### src/rtl/multicycle_control.sv
// Multi-cycle main controller for the MIPS datapath.
// It walks each instruction through FETCH/DECODE/EXEC/MEM/WB and waits on the memory
// ready handshake, with a timeout. It decodes op/funct into datapath strobes and an ALU
// code, counts retired instructions, and parks in a sticky FAULT state when it sees an
// illegal instruction or a memory timeout.
module multicycle_control #(
    parameter int unsigned ALU_CTRL_W  = 4,
    parameter int unsigned MEM_TIMEOUT = 16,
    parameter int unsigned CNT_W       = 32
) (
    input  logic                  clk,
    input  logic                  reset,
    input  logic [5:0]            op,
    input  logic [5:0]            funct,
    input  logic                  zero,
    input  logic                  mem_ready,
    output logic                  pc_write,
    output logic                  ir_write,
    output logic                  mem_read,
    output logic                  mem_write,
    output logic                  regdst,
    output logic                  alu_src_imm,
    output logic                  wb_mem,
    output logic                  reg_write,
    output logic                  branch_taken,
    output logic [ALU_CTRL_W-1:0] alu_ctrl,
    output logic                  instr_done,
    output logic [CNT_W-1:0]      instr_count,
    output logic                  fault
);

    // The wait counter must be able to hold MEM_TIMEOUT-1.
    localparam int unsigned WAIT_W = (MEM_TIMEOUT > 1) ? $clog2(MEM_TIMEOUT) : 1;
    localparam logic [WAIT_W-1:0] WAIT_LAST = WAIT_W'(MEM_TIMEOUT - 1);

    typedef enum logic [2:0] {
        S_FETCH  = 3'd0,
        S_DECODE = 3'd1,
        S_EXEC   = 3'd2,
        S_MEM    = 3'd3,
        S_WB     = 3'd4,
        S_FAULT  = 3'd5
    } state_e;

    // Reset value of the class register is 0, i.e. C_RTYPE.
    typedef enum logic [1:0] {
        C_RTYPE = 2'd0,
        C_LW    = 2'd1,
        C_SW    = 2'd2,
        C_BEQ   = 2'd3
    } class_e;

    state_e            state_q, state_d;
    class_e            class_q;
    logic [3:0]        aluCode_q;
    logic [WAIT_W-1:0] waitCnt_q, waitCnt_d;
    logic [CNT_W-1:0]  instrCount_q;

    logic              decLegal;
    class_e            decClass;
    logic [3:0]        decAlu;
    logic              waitExpired;

    // Instruction decoder; its result only matters while DECODE latches it.
    always_comb begin
        decLegal = 1'b0;
        decClass = C_RTYPE;
        decAlu   = 4'b0000;
        case (op)
            6'b000000: begin
                decClass = C_RTYPE;
                decLegal = 1'b1;
                case (funct)
                    6'b100000: decAlu = 4'b0010;
                    6'b100010: decAlu = 4'b0110;
                    6'b100100: decAlu = 4'b0000;
                    6'b100101: decAlu = 4'b0001;
                    6'b101010: decAlu = 4'b0111;
                    default:   decLegal = 1'b0;
                endcase
            end
            6'b100011: begin
                decClass = C_LW;
                decAlu   = 4'b0010;
                decLegal = 1'b1;
            end
            6'b101011: begin
                decClass = C_SW;
                decAlu   = 4'b0010;
                decLegal = 1'b1;
            end
            6'b000100: begin
                decClass = C_BEQ;
                decAlu   = 4'b0110;
                decLegal = 1'b1;
            end
            default: decLegal = 1'b0;
        endcase
    end

    // The last allowed wait cycle passed without a ready; a ready in that cycle still wins.
    assign waitExpired = (waitCnt_q == WAIT_LAST) && !mem_ready;

    // State register.
    always_ff @(posedge clk) begin
        if (reset) begin
            state_q <= S_FETCH;
        end else begin
            state_q <= state_d;
        end
    end

    // Next-state logic for the instruction sequencer.
    always_comb begin
        state_d = state_q;
        case (state_q)
            S_FETCH: begin
                if (mem_ready) begin
                    state_d = S_DECODE;
                end else if (waitExpired) begin
                    state_d = S_FAULT;
                end
            end
            S_DECODE: state_d = decLegal ? S_EXEC : S_FAULT;
            S_EXEC: begin
                case (class_q)
                    C_RTYPE: state_d = S_WB;
                    C_LW,
                    C_SW:    state_d = S_MEM;
                    default: state_d = S_FETCH;
                endcase
            end
            S_MEM: begin
                if (mem_ready) begin
                    state_d = (class_q == C_LW) ? S_WB : S_FETCH;
                end else if (waitExpired) begin
                    state_d = S_FAULT;
                end
            end
            S_WB:    state_d = S_FETCH;
            S_FAULT: state_d = S_FAULT;
            default: state_d = S_FETCH;
        endcase
    end

    // Class and ALU code are captured once in DECODE and held for the rest of the instruction.
    always_ff @(posedge clk) begin
        if (reset) begin
            class_q   <= C_RTYPE;
            aluCode_q <= 4'b0000;
        end else if (state_q == S_DECODE) begin
            class_q   <= decClass;
            aluCode_q <= decAlu;
        end
    end

    // Wait counter restarts on every state change and counts cycles spent without ready.
    always_comb begin
        waitCnt_d = waitCnt_q;
        if (state_d != state_q) begin
            waitCnt_d = '0;
        end else if (((state_q == S_FETCH) || (state_q == S_MEM)) && !mem_ready) begin
            waitCnt_d = waitCnt_q + WAIT_W'(1);
        end
    end

    // Wait counter register.
    always_ff @(posedge clk) begin
        if (reset) begin
            waitCnt_q <= '0;
        end else begin
            waitCnt_q <= waitCnt_d;
        end
    end

    // Retired-instruction counter; wraps naturally at all-ones.
    always_ff @(posedge clk) begin
        if (reset) begin
            instrCount_q <= '0;
        end else if (instr_done) begin
            instrCount_q <= instrCount_q + CNT_W'(1);
        end
    end

    // Datapath strobes from state and latched class; only the handshake and beq zero are combinational.
    always_comb begin
        pc_write     = 1'b0;
        ir_write     = 1'b0;
        mem_read     = 1'b0;
        mem_write    = 1'b0;
        regdst       = 1'b0;
        alu_src_imm  = 1'b0;
        wb_mem       = 1'b0;
        reg_write    = 1'b0;
        branch_taken = 1'b0;
        alu_ctrl     = '0;
        instr_done   = 1'b0;
        fault        = 1'b0;
        case (state_q)
            S_FETCH: begin
                mem_read = 1'b1;
                ir_write = mem_ready;
                pc_write = mem_ready;
            end
            S_EXEC: begin
                alu_ctrl[3:0] = aluCode_q;
                case (class_q)
                    C_RTYPE: regdst = 1'b1;
                    C_LW,
                    C_SW:    alu_src_imm = 1'b1;
                    default: begin
                        branch_taken = zero;
                        pc_write     = zero;
                        instr_done   = 1'b1;
                    end
                endcase
            end
            S_MEM: begin
                alu_src_imm = 1'b1;
                mem_read    = (class_q == C_LW);
                mem_write   = (class_q == C_SW);
                instr_done  = (class_q == C_SW) && mem_ready;
            end
            S_WB: begin
                reg_write  = 1'b1;
                wb_mem     = (class_q == C_LW);
                regdst     = (class_q == C_RTYPE);
                instr_done = 1'b1;
            end
            S_FAULT: fault = 1'b1;
            default: ;
        endcase
    end

    assign instr_count = instrCount_q;

endmodule

### config.mk
export PLATFORM = sky130hd
export DESIGN_NAME = multicycle_control
export DESIGN_NICKNAME = d
export VERILOG_FILES = /design/src/rtl/multicycle_control.sv
export SDC_FILE = /design/constraint.sdc
export NUM_CORES = 1
export LEC_CHECK = 0
export ABC_AREA = 0
export CAP_MARGIN = 10
export CORE_ASPECT_RATIO = 0.75
export CORE_MARGIN = 8
export CORE_UTILIZATION = 49
export CTS_CLUSTER_DIAMETER = 40
export DETAILED_ROUTE_END_ITERATION = 6
export PLACE_DENSITY = 0.81
export RECOVER_POWER = 25
export SETUP_SLACK_MARGIN = 0.2
export SYNTH_ARGS = -nofsm -noshare
export SYNTH_HDL_FRONTEND = slang
export SYNTH_SLANG_ARGS = --single-unit
export TNS_END_PERCENT = 20
### constraint.sdc
create_clock -name clk -period 2.7 [get_ports clk]
set_input_delay 0.27 -clock clk [delete_from_list [all_inputs] [get_ports clk]]
set_output_delay 0.27 -clock clk [all_outputs]
set_load 0.01 [all_outputs]
# ---- Yosys cells after proc, flatten, opt, wreduce, memory -nomap -nowiden
# Cells that the tools add are included.
# W data, S select, Z words.
dict set report word_totals {
  output_inout_bits 47
  inputBits 16
  wordCells 66
  regBits 45
}
dict set report op_classes {
  n_addsub 2
  eq_ne 17
  n_reduce_logical 14
  muxes 28
}
# operator count
set ops {}
lappend ops {{$eq A6 B6 Y1 const B} 7}
lappend ops {{$add A32 B1 Y32 const B} 1}
lappend ops {{$mux W3} 5}
lappend ops {{$pmux W3 S5} 1}
lappend ops {{$pmux W3 S4} 1}
lappend ops {{$mux W1} 11}
lappend ops {{$pmux W1 S2} 5}
lappend ops {{$pmux W3 S3} 1}
lappend ops {{$eq A3 B2 Y1 const B} 2}
lappend ops {{$eq A3 B3 Y1 const B} 2}
lappend ops {{$eq A6 B3 Y1 const B} 1}
lappend ops {{$logic_not A6 Y1} 1}
lappend ops {{$pmux W2 S3} 1}
lappend ops {{$pmux W3 S2} 1}
lappend ops {{$reduce_or A2 Y1} 3}
lappend ops {{$reduce_or A3 Y1} 2}
lappend ops {{$reduce_or A5 Y1} 1}
lappend ops {{$add A4 B1 Y4 const B} 1}
lappend ops {{$eq A4 B4 Y1 const B} 1}
lappend ops {{$mux W4} 1}
lappend ops {{$eq A3 B1 Y1 const B} 1}
lappend ops {{$logic_and A1 B1 Y1} 3}
lappend ops {{$logic_not A3 Y1} 1}
lappend ops {{$ne A3 B3 Y1} 1}
lappend ops {{6 further kinds} 6}

# ---- Logic depth before layout (Yosys ltp)
dict set report logic_depth {
  depth_word 8
  ltp_mapped 8
  mapped_depth_nobuf 7
}

# ---- Worst setup path after synthesis
# Ideal clock, no wire load.
dict set report synth_path {
  kind {flip-flop to flip-flop}
  from {register instrCount_q[16] (netlist: instr_count[16])}
  to {register instrCount_q[31] (netlist: instr_count[31])}
  n_path_buf 1
  setup_slack_ps 723
  setup_time_ps 70
  synth_period_minus_slack_ps 1977
  arrival_ps 1907
  required_time_ps 2630
  stages_incl_launch_ff 7
  cell_sequence {dfxtp_1 -> and4_1 -> buf_6 -> nand2_4 -> or4_4 -> or4_1 -> a21oi_1}
}
dict set report synth_via {
  elab_chain_len 1
}
# item line_no
set synth_lines {}
lappend synth_lines {{from (decl)} 57} ;# logic [CNT_W-1:0] instrCount_q;
lappend synth_lines {{from (signal assigned)} 181} ;# instrCount_q <= instrCount_q + CNT_W'(1);
lappend synth_lines {{$add A32 B1 Y32} 181}
# No other way between the ends.
# A chain may end at the register's enable or synchronous reset.

# ---- Worst setup path after layout
dict set report layout_path {
  from {register state_q[1]}
  to {output port pc_write}
}
dict set report layout_via {
  elab_chain_len 2
  word_cells_on_any_way 3
  cone_classes {eq/ne (1); mux (1); reduce/logical (1)}
}
# item line_no
set layout_lines {}
lappend layout_lines {{from (decl)} 53} ;# state_e state_q, state_d;
lappend layout_lines {{from (signal assigned)} 109} ;# state_q <= state_d;
lappend layout_lines {{$eq A3 B2 Y1 or $logic_not A3 Y1 (tied branches)} 199} ;# case (state_q)
lappend layout_lines {{$pmux W1 S2 (*)} 199}
lappend layout_lines {{to (decl)} 17} ;# output logic pc_write,
# Every way passes the cells marked *; elsewhere a longest branch is shown, timed or not.

==> flow_metrics.tcl <==
set metrics [dict create \
    gr-total-overflow 0 \
    pin_count 63 \
    hpwl_mm 4.533 \
    syn_to_final_growth_pct 32.25 \
    antenna_found_initial 0 \
    clkTransAtPathRegs_ns 0.08 \
    globalplace.congestion 0.8294 \
    htreeDepth 2 \
    r2r_cells 10 \
    relSlewSlack_pct 41.96 \
    async_flop_share_pct 0 \
    clockBufferDepth 2 \
    period_minus_slack_ns 2.401 \
    grt_pass1_vias 2259 \
    postCtsHoldBufs 0 \
    use_met1_pct 20.50 \
    hold_path_end "aluCode_q[2]" \
    via_count 2419 \
    die_width_um 97.42 \
    finalSetupTns_ns 0 \
    wirelength_mm 5.944 \
    critical_path_class "reg2out" \
    initial_core_util_pct 50.28 \
    clk-insertion-delay-late_ns 0.30 \
    path_max_fanout 8 \
    final_cells 429 \
    clock.fmax_ghz 0.4165 \
    peakVddDrop_v 0.0003122 \
    layout_common_cells "43 x dfxtp_1, 39 x clkdlybuf4s50_1, 33 x nor2_1" \
    rsz0062_at_grt "yes" \
    status "finished clean" \
    placed_area_mm2 0.003117 \
    syn_inst 307 \
    cts_buffers 5 \
    row_count 22 \
    dp.cells 421 \
    post_synth.cell_area_avg_um2 7.935 \
    hold_start "aluCode_q[2]" \
    drt-vias-per-instance 5.639 \
    hold_class "reg2reg" \
    layout-drive-gt1-share_pct 7.859 \
    detail-route-antenna-nets 0 \
    final_hold_viol_count 0 \
    finalCritPeriodShare_pct 88.93 \
    drc_errors 0 \
    yosysSeqAreaShare_pct 36.16 \
    fp.dieH_um 77.07 \
    cts.sinks 44 \
    yosysWarnings 0 \
    p_per_area_mw_per_mm2 400.7 \
    grt-busiest-layer "met2" \
    cts_tree "yes" \
    reg2reg_to "instr_count[16]" \
    grt_use_met2_pct 23.93 \
    syn-num-nets 330 \
    reg2reg_from "class_q[0]" \
    leakage_nw 1.207 \
    tightest_slew_ns 0.8668 \
    drv_cap 0 \
    setup_viol 0 \
    io_buffers 61 \
    fin_hold_ws_ns 0.4688 \
    die-area_mm2 0.007507 \
    drt_iter0_drc 95 \
    track_usage_pct 15.76 \
    worst_ep_required_time_ns 2.43 \
    final_nets 392 \
    cts_root_buf "clkbuf_8" \
    r2r_slack_ns 0.43 \
    synth_flop_cell "dfxtp_1" \
    synth_cell_types 50 \
    syn_area_mm2 0.002436 \
    end_kind "output pin" \
    synth-edff-count 0 \
    first_pass_iters 4 \
    grt_max_degree 20 \
    drv_slew 0 \
    core_area_mm2 0.004845 \
    final_common_cell "dfxtp_1" \
    hold_depth 2 \
    stdcell_area_mm2 0.003222 \
    grt_pass1_wl_mm 10.21 \
    arrival_ns 2.13 \
    ys_ff_latch 44 \
    startpoint_type "flip-flop" \
    nFillCells 432 \
    met3_usage_pct 4.745 \
    fin_skew_ns 0.006137 \
    antenna_cells 0 \
    routedWlPerCell_um 13.86 \
]
-- flip-flops by register name, indices dropped and copies added (netlist names) --
name,flops
aluCode_q,3
class_q,2
instr_count,32
state_q,3
waitCnt_q,4
-- where the power goes --
group          switching (mW)  total, mW  internal (mW)
Sequential             0.0158      0.676          0.660
Combinational          0.0949      0.180         0.0846
Clock                   0.208      0.435          0.228
Total                   0.318       1.29          0.973
-- final cells by class --
cell class / count / area (um2) / share of cell area (%)
multi-input combinational: 237 / 1445 / 44.85
clock buffer: 7 / 96.34 / 2.990
sequential: 44 / 882.1 / 27.38
inverter: 10 / 37.54 / 1.165
timing repair buffer: 71 / 685.7 / 21.28
tap: 60 / 75.07 / 2.330
-- cell families after synthesis --
kind of cell,count (synthesis),synth area share [%]
AOI/OAI and AO/OA,80,19.67
xor gates and xnor gates,16,5.753
adders and majority gates,7,3.595
buffers and inverters,26,4.520
DFF,44,36.16
muxes,3,1.284
other,1,0.1539
and+or+nand+nor,130,28.87
-- critical path, stage by stage (launching register included) --
cell	delay, ns
dfxtp_1	0.46
buf_4	0.19
nor2b_1	0.30
nand2_1	0.10
nor2_1	0.12
or2_2	0.13
clkdlybuf4s50_1	0.54
-- cell usage after synthesis, drive strengths merged, types with 7 or more instances --
master	instances	area (um2)
or4	9	71.32
o21ai	22	110.1
a21oi	30	150.1
nand3	11	55.05
dfxtp	44	880.8
nand2	24	97.59
and3	7	43.79
inv	9	33.78
ha	7	87.58
clkbuf	13	48.80
o31ai	8	60.06
nor2	34	130.1
xor2	14	122.6
or3	10	63.81
-- metrics by stage --
step	power, mW	util, %	setup WS, ns
floorplan	0.7889	-	0.7226
global placement	0.8667	64.33	0.3859
detailed placement	0.8709	64.33	0.3260
CTS	1.304	66.32	0.2292
global route	1.354	66.50	0.1439
finish	1.291	66.50	0.2990
-- metal layers --
layer | routed length (um) | share of wire [%] | up-vias
li1 | - | - | 1233
met1 | 2970 | 50 | 1114
met2 | 2538 | 43 | 66
met3 | 369 | 6.2 | 6
met4 | 65 | 1.1 | 0
met5 | 0 | 0 | -
-- how the worst max path moves through the flow --
stage,startpoint,to,slack (ns),cells after the start
after global placement,mem_ready,instr_count[16],0.39,8
after detailed placement,mem_ready,instr_count[16],0.33,8
after CTS,state_q[0],instr_done,0.23,6
after floorplan,instr_count[16],instr_count[31],0.72,6
after global routing,state_q[1],pc_write,0.14,6
final,state_q[1],pc_write,0.30,6
-- repair_timing --
item / 4_1_cts / 5_1_grt
gates resized for setup: 0 / 1
hold endpoints to repair: 0 / 0
endpoints found under the setup margin: 0 / 2
setup buffers: 0 / 1
Power figures use the tool's default switching activity.
